--- config.mk ---
export PLATFORM = sky130hd
export DESIGN_NAME = reg_dump_unit_flat
export DESIGN_NICKNAME = d
export VERILOG_FILES = /design/src/rtl/reg_dump_pkg.sv /design/src/rtl/reg_dump_if.sv /design/src/rtl/run_counter.sv /design/src/rtl/reg_dump_unit.sv /design/src/flat_wrapper.sv
export SDC_FILE = /design/constraint.sdc
export NUM_CORES = 1
export LEC_CHECK = 0
export ABC_AREA = 1
export ABC_CLOCK_PERIOD_IN_PS = 1900
export BUFFER_PORTS_ARGS = -buffer_cell sky130_fd_sc_hd__buf_2
export CORE_MARGIN = 5
export CORE_UTILIZATION = 35
export CTS_BUF_LIST = sky130_fd_sc_hd__clkbuf_16
export DETAILED_ROUTE_END_ITERATION = 7
export MAX_ROUTING_LAYER = met4
export PLACE_DENSITY_LB_ADDON = 0.05
export SYNTH_ARGS = -nofsm -noshare
export SYNTH_HDL_FRONTEND = slang
export SYNTH_SLANG_ARGS = --single-unit
--- constraint.sdc ---
create_clock -name clk_i -period 1.9 [get_ports clk_i]
set_clock_uncertainty 0.15 [all_clocks]
set_input_delay 0.095 -clock clk_i [delete_from_list [all_inputs] [get_ports clk_i]]
set_output_delay 0.095 -clock clk_i [all_outputs]
set_load 0.01 [all_outputs]
--- src/rtl/reg_dump_pkg.sv ---
// Shared types and default sizing for the register dump unit.
// Defaults describe the single-cycle CPU build: 25 run cycles, r0..r12 dumped.
package reg_dump_pkg;

  typedef enum logic [1:0] {
    COUNT = 2'd0,
    LOAD  = 2'd1,
    SEND  = 2'd2,
    DONE  = 2'd3
  } state_t;

  localparam int DEF_DATA_W    = 32;
  localparam int DEF_ADDR_W    = 5;
  localparam int DEF_END_COUNT = 25;
  localparam int DEF_NUM_REGS  = 13;
  localparam int CNT_W         = 8;

endpackage

--- src/rtl/reg_dump_if.sv ---
// Bus between the dump unit, the register file spare read port and the dump consumer.
// Dump handshake: a word moves on a rising edge where dump_valid_o && dump_ready_i; once
// valid rises, idx/data stay stable until that edge, and ready while valid is low is ignored.
interface reg_dump_if
  import reg_dump_pkg::*;
#(
  parameter int ADDR_W = DEF_ADDR_W,
  parameter int DATA_W = DEF_DATA_W
);

  logic [ADDR_W-1:0] rd_addr_o;
  logic [DATA_W-1:0] rd_data_i;
  logic              freeze_o;
  logic              dump_valid_o;
  logic              dump_ready_i;
  logic [ADDR_W-1:0] dump_idx_o;
  logic [DATA_W-1:0] dump_data_o;
  logic              done_o;
  logic [CNT_W-1:0]  cycle_cnt_o;
  state_t            dbg_state_o;

  modport master (
    output rd_addr_o,
    output freeze_o,
    output dump_valid_o,
    output dump_idx_o,
    output dump_data_o,
    output done_o,
    output cycle_cnt_o,
    output dbg_state_o,
    input  rd_data_i,
    input  dump_ready_i
  );

  modport slave (
    input  rd_addr_o,
    input  freeze_o,
    input  dump_valid_o,
    input  dump_idx_o,
    input  dump_data_o,
    input  done_o,
    input  cycle_cnt_o,
    input  dbg_state_o,
    output rd_data_i,
    output dump_ready_i
  );

endinterface

--- src/rtl/run_counter.sv ---
// Saturating up-counter: counts enabled edges up to LIMIT and holds there.
// tc_o flags the enabled cycle whose edge will make the count reach LIMIT.
module run_counter #(
  parameter int WIDTH = 8,
  parameter int LIMIT = 25
) (
  input  logic             clk_i,
  input  logic             rst_i,
  input  logic             en_i,
  output logic [WIDTH-1:0] count_o,
  output logic             tc_o
);

  localparam logic [WIDTH-1:0] FULL = WIDTH'(LIMIT);
  localparam logic [WIDTH-1:0] LAST = WIDTH'(LIMIT - 1);

  logic [WIDTH-1:0] count_q;

  always_ff @(posedge clk_i) begin
    if (rst_i) begin
      count_q <= '0;
    end else if (en_i && (count_q != FULL)) begin
      count_q <= count_q + WIDTH'(1);
    end
  end

  assign count_o = count_q;
  assign tc_o    = en_i && (count_q == LAST);

endmodule

--- src/rtl/reg_dump_unit.sv ---
// Runs the CPU for END_COUNT cycles after reset, then freezes it and streams
// registers 0..NUM_REGS-1 out over a valid/ready port, one word per LOAD/SEND pair.
module reg_dump_unit
  import reg_dump_pkg::*;
#(
  parameter int END_COUNT = DEF_END_COUNT,
  parameter int NUM_REGS  = DEF_NUM_REGS,
  parameter int DATA_W    = DEF_DATA_W,
  parameter int ADDR_W    = DEF_ADDR_W
) (
  input logic        clk_i,
  input logic        rst_i,
  reg_dump_if.master bus
);

  localparam logic [ADDR_W-1:0] LAST_IDX = ADDR_W'(NUM_REGS - 1);

  state_t            state_q, state_d;
  logic [ADDR_W-1:0] idx_q, idx_d;
  logic [ADDR_W-1:0] dump_idx_q;
  logic [DATA_W-1:0] dump_data_q;
  logic              capture;
  logic              run_en;
  logic              run_tc;
  logic [CNT_W-1:0]  run_cnt;

  assign run_en = (state_q == COUNT);

  run_counter #(
    .WIDTH (CNT_W),
    .LIMIT (END_COUNT)
  ) u_run_counter (
    .clk_i   (clk_i),
    .rst_i   (rst_i),
    .en_i    (run_en),
    .count_o (run_cnt),
    .tc_o    (run_tc)
  );

  always_ff @(posedge clk_i) begin
    if (rst_i) begin
      state_q     <= COUNT;
      idx_q       <= '0;
      dump_idx_q  <= '0;
      dump_data_q <= '0;
    end else begin
      state_q <= state_d;
      idx_q   <= idx_d;
      if (capture) begin
        dump_data_q <= bus.rd_data_i;
        dump_idx_q  <= idx_q;
      end
    end
  end

  always_comb begin
    state_d = state_q;
    idx_d   = idx_q;
    capture = 1'b0;
    unique case (state_q)
      COUNT: begin
        if (run_tc) begin
          state_d = LOAD;
          idx_d   = '0;
        end
      end
      LOAD: begin
        capture = 1'b1;
        state_d = SEND;
      end
      SEND: begin
        if (bus.dump_ready_i) begin
          if (idx_q == LAST_IDX) begin
            state_d = DONE;
          end else begin
            idx_d   = idx_q + ADDR_W'(1);
            state_d = LOAD;
          end
        end
      end
      DONE: begin
        state_d = DONE;
      end
      default: begin
        state_d = COUNT;
      end
    endcase
  end

  // rd_addr_o follows the index register so the read port is settled for the whole LOAD cycle.
  assign bus.rd_addr_o    = idx_q;
  assign bus.freeze_o     = (state_q != COUNT);
  assign bus.dump_valid_o = (state_q == SEND);
  assign bus.done_o       = (state_q == DONE);
  assign bus.dump_idx_o   = dump_idx_q;
  assign bus.dump_data_o  = dump_data_q;
  assign bus.cycle_cnt_o  = run_cnt;
  assign bus.dbg_state_o  = state_q;

endmodule

--- src/flat_wrapper.sv ---
// flat-port wrapper written by rule: the top's interface ports become plain ports
module reg_dump_unit_flat import reg_dump_pkg::*;
#(
  parameter int END_COUNT = DEF_END_COUNT,
  parameter int NUM_REGS  = DEF_NUM_REGS,
  parameter int DATA_W    = DEF_DATA_W,
  parameter int ADDR_W    = DEF_ADDR_W
)
  (clk_i, rst_i, bus_rd_addr_o, bus_freeze_o, bus_dump_valid_o, bus_dump_idx_o, bus_dump_data_o, bus_done_o, bus_cycle_cnt_o, bus_dbg_state_o, bus_rd_data_i, bus_dump_ready_i);
  reg_dump_if #(.ADDR_W(ADDR_W), .DATA_W(DATA_W)) bus_i ();
  input logic clk_i;
  input logic rst_i;
  output wire logic [$bits(bus_i.rd_addr_o)-1:0] bus_rd_addr_o;
  output wire logic [$bits(bus_i.freeze_o)-1:0] bus_freeze_o;
  output wire logic [$bits(bus_i.dump_valid_o)-1:0] bus_dump_valid_o;
  output wire logic [$bits(bus_i.dump_idx_o)-1:0] bus_dump_idx_o;
  output wire logic [$bits(bus_i.dump_data_o)-1:0] bus_dump_data_o;
  output wire logic [$bits(bus_i.done_o)-1:0] bus_done_o;
  output wire logic [$bits(bus_i.cycle_cnt_o)-1:0] bus_cycle_cnt_o;
  output wire logic [$bits(bus_i.dbg_state_o)-1:0] bus_dbg_state_o;
  input wire logic [$bits(bus_i.rd_data_i)-1:0] bus_rd_data_i;
  input wire logic [$bits(bus_i.dump_ready_i)-1:0] bus_dump_ready_i;
  assign bus_rd_addr_o = bus_i.rd_addr_o;
  assign bus_freeze_o = bus_i.freeze_o;
  assign bus_dump_valid_o = bus_i.dump_valid_o;
  assign bus_dump_idx_o = bus_i.dump_idx_o;
  assign bus_dump_data_o = bus_i.dump_data_o;
  assign bus_done_o = bus_i.done_o;
  assign bus_cycle_cnt_o = bus_i.cycle_cnt_o;
  assign bus_dbg_state_o = bus_i.dbg_state_o;
  assign bus_i.rd_data_i = bus_rd_data_i;
  assign bus_i.dump_ready_i = bus_dump_ready_i;
  reg_dump_unit #(.END_COUNT(END_COUNT), .NUM_REGS(NUM_REGS), .DATA_W(DATA_W), .ADDR_W(ADDR_W)) u_core (.clk_i(clk_i), .rst_i(rst_i), .bus(bus_i));
endmodule
## Word level (Yosys, flattened, before mapping)

Index checks and enable logic that the tools add are counted.

- Logic and storage cells: 32
- Register bits after elaboration: 52
- Input bits: 35

- Mux-type cells: 9
- Reduce and logical (&&, ||, !) cells: 7
- Add/sub/neg operators: 2
- Equality and inequality tests: 9

Operators by type and width:

| cell | count |
|---|---|
| $mux W5 | 3 |
| $pmux W5 S2 | 1 |
| $add A8 B1 Y8 const B | 1 |
| $eq A8 B5 Y1 const B | 1 |
| $ne A8 B5 Y1 const B | 1 |
| $pmux W2 S4 | 1 |
| $mux W2 | 3 |
| $add A5 B1 Y5 const B | 1 |
| $eq A5 B4 Y1 const B | 1 |
| $eq A2 B2 Y1 const B | 2 |
| $ne A2 B1 Y1 const B | 2 |
| $reduce_and A4 Y1 | 1 |
| $reduce_bool A2 Y1 | 2 |
| $eq A2 B1 Y1 const B | 1 |
| $logic_and A1 B1 Y1 | 2 |
| $logic_not A2 Y1 | 1 |
| $ne A2 B2 Y1 const B | 1 |
| $reduce_and A2 Y1 | 1 |
| $mux W1 | 1 |

## Longest topological paths before layout

Gate-level depths: netlist of the first run.

- Word-level depth: 4
- Gate-level depth with buffers: 10

## Cells and area by module

A second synthesis of the first run with hierarchy kept.

- Cells, all modules: 317
- Area, all modules: 2247.2 µm²

By module, submodules not included:

| module | area an instance (µm²) | sequential area each (µm²) | instances | cells each |
|---|---|---|---|---|
| reg_dump_unit | 1694.1 | 880.8 | 1 | 231 |
| run_counter | 553.0 | 160.2 | 1 | 86 |

## Worst setup path after synthesis of the first run

Ideal clock, no wire load.

- Path type: reg2reg
- Start point: register u_core.idx_q[0] (netlist: u_core.bus.rd_addr_o[0])
- End point: register u_core.idx_q[0] (netlist: u_core.bus.rd_addr_o[0])
- Slack: 363 ps
- Buffers on the path: 0
- Data arrival time: 1273 ps
- Period minus slack after synthesis: 1537 ps
- Cell stages (with the launch flop): 9
- Path through: dfxtp_1 > inv_1 > ha_1 > nand2_1 > inv_1 > a21oi_2 > nand3_4 > a21oi_1 > nor2_1

- Word-level cells in the longest chain between the ends: 4
- Elaborated cells between the ends (all ways): 7
- Those cells by class: 1 x add/sub; 2 x eq/ne; 3 x mux; 1 x reduce/logical

RTL lines:

| item | line | text |
|---|---|---|
| start: declaration | reg_dump_unit.sv:19 | `logic [ADDR_W-1:0] idx_q, idx_d;` |
| start signal: assignment | reg_dump_unit.sv:48 | `idx_q <= idx_d;` |
| $add A5 B1 Y5 | reg_dump_unit.sv:76 | `idx_d = idx_q + ADDR_W'(1);` |
| $mux W5 | reg_dump_unit.sv:73 | `if (idx_q == LAST_IDX) begin` |
| $mux W5 | reg_dump_unit.sv:72 | `if (bus.dump_ready_i) begin` |
| $pmux W5 S2 | reg_dump_unit.sv:60 | `unique case (state_q)` |

Parallel ways exist; a longest one is shown, timed or not. The select of a mux whose other input is x is not followed.
A chain may end at the register's enable or synchronous reset.

## Worst setup path after layout of the first run

Ends and elaborated chain as after synthesis.

==> Flow_metrics.wiki, run 1 <==
{| class="wikitable"
! Metric !! Value
|-
| Run status || finished, final reports clean
|-
| Proportion of layout cells with a drive suffix above 1 || 26.7%
|-
| Layout net count || 455
|-
| Maximum fanout count along the critical path || 9
|-
| Register share of total power || 51.1%
|-
| Total cell area at the placement stage || 0.00267 mm2
|-
| Most common cell in the netlist || sky130_fd_sc_hd__nor2_1
|-
| RR Startpoint || u_core.bus.rd_addr_o[0]
|-
| Primary flip-flop cell chosen by synthesis mapping || sky130_fd_sc_hd__dfxtp_1
|-
| Number of library cell types mapped by synthesis || 21
|-
| Hold wc startpoint || bus_dump_ready_i
|-
| Count of pins on the block boundary || 90
|-
| Final-report hold violation count || 0
|-
| RR Endpoint || u_core.bus.rd_addr_o[0]
|-
| Endpoints failing setup || 0
|-
| Routability Congestion || 0.774
|-
| Number of buffers and inverters on the critical path || 2
|-
| Worst-Skew Late Latency || 0.28 ns
|-
| Startpoint Class || flop
|-
| Number of global-route vias before repair || 2147
|-
| Switching part of the total power || 22.3%
|-
| Critical path, cell by cell || inv_1 -> ha_1 -> nand2_1 -> inv_1 -> a21oi_2 -> nand3_4 -> a21oi_1 -> nor2_1
|-
| Die area || 0.00780 mm2
|-
| Int Pwr || 0.00169 W
|-
| Initial antenna violation count || 0
|-
| Max clock buf depth || 2
|-
| Top delay family on crit path || flip-flops
|-
| Row count || 28
|-
| Total core area || 0.00596 mm2
|-
| Sum of negative setup slack || 0 ns
|-
| Worst slew margin relative to its limit || 59.6%
|-
| Synthesized area divided by synthesized cell count || 7.32 um2
|-
| Overall track demand over capacity in global routing || 16.3%
|-
| Clock transition at path regs || 0.07 ns
|-
| Fill count || 604
|-
| Req. time, crit path || 1.93 ns
|-
| Synth Warn # || 0
|-
| Total half-perimeter wirelength after legalization and detailed placement || 3850 um
|-
| Iter 0 DRT Violations || 68
|-
| Ant. Diodes || 0
|-
| Detail-routed net length per standard cell || 12.0 um
|-
| Total CTS buffers || 5
|-
| Number of remaining DRC errors || 0
|-
| Gate count after technology mapping || 293
|-
| PD cells || 693 mW/mm2
|-
| Most frequent cells after synthesis || 81 x sky130_fd_sc_hd__nor2_1, 52 x sky130_fd_sc_hd__dfxtp_1, 42 x sky130_fd_sc_hd__o21ai_0
|-
| Most frequent cell on the critical path || sky130_fd_sc_hd__inv_1
|-
| Worst Hold Endpoint || u_core.bus.dbg_state_o[1]
|-
| Synthesized netlist net count || 333
|-
| Path category of the worst min-delay check || input port to flop
|-
| Port buffer count || 89
|-
| Async SR Flop Fraction || 0%
|-
| First drt pass iteration count || 6
|-
| RSZ-0062 raised after global routing || false
|-
| Hold Worst Slack || 0.0543 ns
|-
| Area delta synth->final || 46.4%
|-
| Static leakage power || 1.66 nW
|-
| Proportion of synthesized chip area in sequential cells || 48.5%
|-
| Effective utilization at floorplan || 36.0%
|-
| Total via count after detailed routing || 2222
|-
| Largest net degree at the start of global routing || 35
|-
| Peak Freq || 0.618 GHz
|-
| Height of the die || 88.3 um
|-
| Post-layout total power || 0.00218 W
|-
| Synth Register Bits || 52
|-
| Reg2Reg Depth || 8
|-
| Number of antenna-violating nets in the routed design || 0
|-
| Register-to-register path setup slack || 0.28 ns
|-
| Vias per cell || 4.53
|-
| Post-synth EDFFs || 0
|-
| GR Overflow Total || 0
|-
| Synth top area share || 48.5%
|-
| Layout Cell Area excl Fill || 0.00314 mm2
|-
| Slowest-stage cell, CP || sky130_fd_sc_hd__dfxtp_1
|-
| Combined area of all synthesized cells || 0.00215 mm2
|-
| Depth of the worst hold-timing path || 5
|-
| Clock H-tree levels || 2
|-
| Sw Pwr || 0.000485 W
|-
| Fin. max-slew vios || 0
|-
| Final period util || 85.2%
|-
| Critical path start-end classification || flop to flop
|-
| Global-route wire length before repair || 9910 um
|-
| Clk Tree Root Cell || sky130_fd_sc_hd__clkbuf_16
|-
| Clock group share of total power || 41.0%
|-
| Worst ir drop on vdd || 0.464 mV
|-
| Biggest cell delay along the critical path || 0.38 ns
|-
| Min Tclk post-route || 1.62 ns
|-
| Maximum Capacitance Violations || 0
|-
| Cell accounting for the most synthesized area || sky130_fd_sc_hd__dfxtp_1
|-
| Post-Route WL || 5910 um
|-
| Synth top area cells || sky130_fd_sc_hd__dfxtp_1 49%, sky130_fd_sc_hd__nor2_1 14%, sky130_fd_sc_hd__o21ai_0 9.8%
|-
| Clock tree from TritonCTS || built
|-
| Portion of total power attributed to combinational logic || 7.9%
|-
| Arrival time at the worst endpoint || 1.65 ns
|-
| Number of sinks handled by clock tree synthesis || 52
|-
| Die boundary width || 88.3 um
|-
| Pin slew with the least headroom to its limit || 0.605 ns
|-
| Number of buffers added for setup after CTS || 0
|-
| Critical path endpoint category || flop
|}
power groups by stage:
stage / logic, W / registers, W / clock network [W]
CTS: 0.000170 / 0.00111 / 0.000924
global placement: 0.000117 / 0.00114 / 0
global route: 0.000193 / 0.00111 / 0.000973
floorplan: 0.0000458 / 0.00114 / 0
finish: 0.000171 / 0.00111 / 0.000893
detailed placement: 0.000118 / 0.00114 / 0
kinds of logic (layout without fill, tap and decap cells):
logic type / after synthesis / after routing / synth area share [%]
fa+ha+maj: 5 / 5 / 2.92
simple gates: 134 / 134 / 25.2
flops: 52 / 52 / 48.5
compound gates: 59 / 59 / 13.9
buf+inv: 38 / 161 / 7.41
xor+xnor: 5 / 5 / 2.04
worst max path at each step:
stage,from,to,slack (ns),depth (start not counted)
final,u_core.bus.rd_addr_o[0],u_core.bus.rd_addr_o[0],0.28,8
after global routing,u_core.u_run_counter.count_o[1],u_core.u_run_counter.count_o[6],0.1,7
after CTS,u_core.bus.rd_addr_o[0],u_core.bus.rd_addr_o[1],0.27,8
after detailed placement,u_core.bus.rd_addr_o[0],u_core.bus.rd_addr_o[1],0.31,8
after global placement,u_core.bus.rd_addr_o[0],u_core.bus.rd_addr_o[1],0.33,8
after floorplan,u_core.bus.rd_addr_o[0],u_core.bus.rd_addr_o[0],0.36,8
state kept, by name, indices dropped and copies added, names as in the netlist:
register,flops
u_core.bus.rd_addr_o,5
u_core.u_run_counter.count_o,8
u_core.bus.dump_data_o,32
u_core.bus.dbg_state_o,2
u_core.bus.dump_idx_o,5
stage by stage:
step	setup slack, ns	utilization, %	cells
finish	0.281	52.8	491
global route	0.0971	52.8	491
CTS	0.272	52.8	491
detailed placement	0.310	44.7	450
global placement	0.333	44.7	450
floorplan	0.363	-	293
worst min-delay path, cell delays in order:
cell and delay [ns]:
sky130_fd_sc_hd__buf_2 0.08, sky130_fd_sc_hd__or2_4 0.14, sky130_fd_sc_hd__nand2_1 0.05, sky130_fd_sc_hd__nand2_1 0.05, sky130_fd_sc_hd__inv_1 0.03
cell usage in the layout (no fill, tap or decap), drive strengths merged:
master       synthesis  routed
buf                  8      95
nor2                83      83
dfxtp               52      52
o21ai               42      42
nand2               41      41
dlygate4sd3          0      33
inv                 25      26
a21oi               17      17
nand3                6       6
ha                   5       5
clkbuf               5       5
xor2                 4       4
nor3                 2       2
or2                  1       1
xnor2                1       1
nand4                1       1
clkinv               0       1
clkinvlp             0       1
routing by layer:
metal / up-vias / global-route usage (%) / part of all wire [%]
li1: 1164 / - / -
met1: 994 / 19.9 / 46
met2: 62 / 27.1 / 47
met3: 2 / 4.00 / 6.5
met4: 0 / 3.71 / 0.49
met5: - / - / 0
cell type report:
cell class	instances	area, um2	area share, %
Clock buffer	5	125	3.98
Sequential cell	52	1040	33.1
Multi-Input combinational cell	203	946	30.1
Inverter	25	93.8	2.99
Clock inverter	3	21.3	0.677
Tap cell	75	93.8	2.99
Timing Repair Buffer	128	821	26.1
timing repair:
item                      in CTS  in global routing
hold endpoints to repair      39                  0
hold buffers                  33                  0
gates resized for setup        0                  0
Power figures use the tool's default switching activity.
==> inputs of run 2 (changes only) <==
--- a/config.mk
+++ b/config.mk
@@ -9,7 +9,7 @@
 export ABC_CLOCK_PERIOD_IN_PS = 1900
 export BUFFER_PORTS_ARGS = -buffer_cell sky130_fd_sc_hd__buf_2
 export CORE_MARGIN = 5
-export CORE_UTILIZATION = 35
+export CORE_UTILIZATION = 47
 export CTS_BUF_LIST = sky130_fd_sc_hd__clkbuf_16
 export DETAILED_ROUTE_END_ITERATION = 7
 export MAX_ROUTING_LAYER = met4
==> run 2 against run 1 <==
Against the previous run:
- sequential cell count did not move
- count of clock-buffer cells in the layout unchanged
- sequential share of layout area is 0.27 points higher
- register-to-register slack better by 0.02 ns
- first-iteration DRC count rose by 62%
- wire length fell by 1.7%
- highest routed layer unchanged
- combinational power down 4%
- via count increased by 0.36%
- power is 1.4% lower
- global-route usage grew 4.1 points
- fmax grew 0.98%
- hold slack improved by 0.0021 ns
==> Flow_metrics.wiki, run 2 (same netlist as run 1, synthesis figures left out) <==
{| class="wikitable"
! Metric !! Value
|-
| Cts repair resizes || 0
|-
| Number of flip-flops under the largest register name || 32
|-
| Clock group share of total power || 40.4%
|-
| Area delta synth->final || 45.2%
|-
| Row count || 24
|-
| Vias per cell || 4.78
|-
| Detail-routed net length per standard cell || 12.4 um
|-
| Run status || finished, final reports clean
|-
| Worst ir drop on vdd || 0.503 mV
|-
| Biggest cell delay along the critical path || 0.37 ns
|-
| Static leakage power || 1.66 nW
|-
| Height of the die || 77.6 um
|-
| Min Tclk post-route || 1.60 ns
|-
| Slowest-stage cell, CP || sky130_fd_sc_hd__dfxtp_1
|-
| Total via count after detailed routing || 2230
|-
| Clock tree from TritonCTS || built
|-
| Routability Congestion || 0.763
|-
| Number of buffers and inverters on the critical path || 2
|-
| Maximum Capacitance Violations || 0
|-
| Peak Freq || 0.624 GHz
|-
| Fill count || 367
|-
| Clock H-tree levels || 2
|-
| Hold Worst Slack || 0.0563 ns
|-
| Most common library cell in the layout ignoring fill and taps || sky130_fd_sc_hd__buf_2
|-
| Worst-Skew Late Latency || 0.28 ns
|-
| Final period util || 84.4%
|-
| Ant. Diodes || 0
|-
| Arrival time at the worst endpoint || 1.63 ns
|-
| Proportion of layout cells with a drive suffix above 1 || 26.3%
|-
| Worst slew margin relative to its limit || 60.8%
|-
| Total core area || 0.00438 mm2
|-
| Path category of the worst min-delay check || input port to flop
|-
| Post-layout total power || 0.00215 W
|-
| Portion of total power attributed to combinational logic || 7.7%
|-
| Effective utilization at floorplan || 48.9%
|-
| Count of pins on the block boundary || 90
|-
| RSZ-0062 raised after global routing || false
|-
| Port buffer count || 89
|-
| Clk Tree Root Cell || sky130_fd_sc_hd__clkbuf_16
|-
| Pin slew with the least headroom to its limit || 0.587 ns
|-
| Critical path start-end classification || flop to flop
|-
| Initial antenna violation count || 0
|-
| Critical path endpoint category || flop
|-
| Int Pwr || 0.00168 W
|-
| Global-route wire length before repair || 9830 um
|-
| Switching part of the total power || 21.5%
|-
| PD cells || 689 mW/mm2
|-
| Critical path, cell by cell || inv_1 -> ha_1 -> nand2_1 -> inv_1 -> a21oi_2 -> nand3_4 -> a21oi_1 -> nor2_1
|-
| Maximum fanout count along the critical path || 9
|-
| Total CTS buffers || 5
|-
| GR Overflow Total || 0
|-
| Fin. max-slew vios || 0
|-
| Startpoint Class || flop
|-
| Largest net degree at the start of global routing || 35
|-
| Number of antenna-violating nets in the routed design || 0
|-
| Number of remaining DRC errors || 0
|-
| First drt pass iteration count || 4
|-
| Overall track demand over capacity in global routing || 20.4%
|-
| Max clock buf depth || 2
|-
| Sum of negative setup slack || 0 ns
|-
| Clock transition at path regs || 0.07 ns
|-
| Most frequent cell on the critical path || sky130_fd_sc_hd__inv_1
|-
| Total half-perimeter wirelength after legalization and detailed placement || 3650 um
|-
| Req. time, crit path || 1.93 ns
|-
| Top delay family on crit path || flip-flops
|-
| Number of sinks handled by clock tree synthesis || 52
|-
| Die area || 0.00602 mm2
|-
| Register share of total power || 51.9%
|-
| Final-report hold violation count || 0
|-
| Commonest cells after routing, fill and taps aside || 89 x sky130_fd_sc_hd__buf_2, 81 x sky130_fd_sc_hd__nor2_1, 52 x sky130_fd_sc_hd__dfxtp_1
|-
| Die boundary width || 77.6 um
|-
| Number of global-route vias before repair || 2165
|-
| Endpoints failing setup || 0
|-
| Sw Pwr || 0.000462 W
|-
| Post-Route WL || 5810 um
|-
| Layout net count || 454
|-
| Iter 0 DRT Violations || 110
|}
-- run 2: changes by cell type in the layout (fill, tap and decap cells not counted) --
cell / previous run / this run
sky130_fd_sc_hd__buf_4: 6 / 4
sky130_fd_sc_hd__buf_12: 0 / 1
sky130_fd_sc_hd__clkinv_2: 1 / 0
sky130_fd_sc_hd__clkinv_4: 0 / 1
sky130_fd_sc_hd__inv_1: 23 / 24
sky130_fd_sc_hd__inv_6: 1 / 0
-- run 2: power by group through the flow --
| stage | logic [W] | clock network (W) | registers (W) |
|---|---|---|---|
| after floorplan | 0.0000458 | 0 | 0.00114 |
| after global placement | 0.000110 | 0 | 0.00114 |
| after detailed placement | 0.000110 | 0 | 0.00114 |
| after CTS | 0.000163 | 0.000893 | 0.00111 |
| after global routing | 0.000184 | 0.000947 | 0.00112 |
| final | 0.000165 | 0.000867 | 0.00111 |
-- run 2: repair_timing --
item / 4_1_cts / 5_1_grt
hold endpoints to repair: 39 / 0
buffers inserted: 0 / 0
hold buffers: 33 / 0
-- run 2: per-stage QoR --
stage,utilization (%),cell area [um2],setup slack [ns],instances
global placement,60.2,2640,0.352,426
detailed placement,60.2,2640,0.310,426
CTS,71.1,3120,0.286,467
finish,71.1,3120,0.297,467
global route,71.1,3120,0.115,467
floorplan,-,2150,0.363,293
-- run 2: path summary, 6_finish.rpt --
path | slack [ns] | cells past startpoint | endpoint | startpoint
worst min-delay path | 0.06 | 4 | u_core.bus.dbg_state_o[0] | bus_dump_ready_i
worst max register to register | 0.30 | 8 | u_core.bus.rd_addr_o[1] | u_core.bus.rd_addr_o[0]
worst min register to register | 0.34 | 2 | u_core.u_run_counter.count_o[6] | u_core.u_run_counter.count_o[6]
worst max-delay path | 0.30 | 8 | u_core.bus.rd_addr_o[1] | u_core.bus.rd_addr_o[0]
-- run 2: area by class of cell --
type                    count  area, um2  share of cell area (%)
multi-input cells         203        946                    30.3
inverters                  25       93.8                    3.01
well taps                  52       65.1                    2.09
clock inverters             3       20.0                   0.642
repair buffers            127        826                    26.5
flip-flops and latches     52       1040                    33.4
clock buffers               5        125                    4.01
-- run 2: layer usage --
layer	part of all wire [%]	global-route usage [%]	routed length [um]
met1	43	23.8	2530
met2	49	34.8	2860
met3	6.1	4.63	354
met4	1.3	6.19	73
met5	0	-	0
-- run 2: worst reg2reg max path: cells and delay by family (launching register included) --
kind                       cells  cell delay, ns
DFF                            1            0.37
AOI/OAI and AO/OA              2            0.36
and+or+nand+nor                3            0.27
adders and majority gates      1            0.21
buffers and inverters          2            0.14
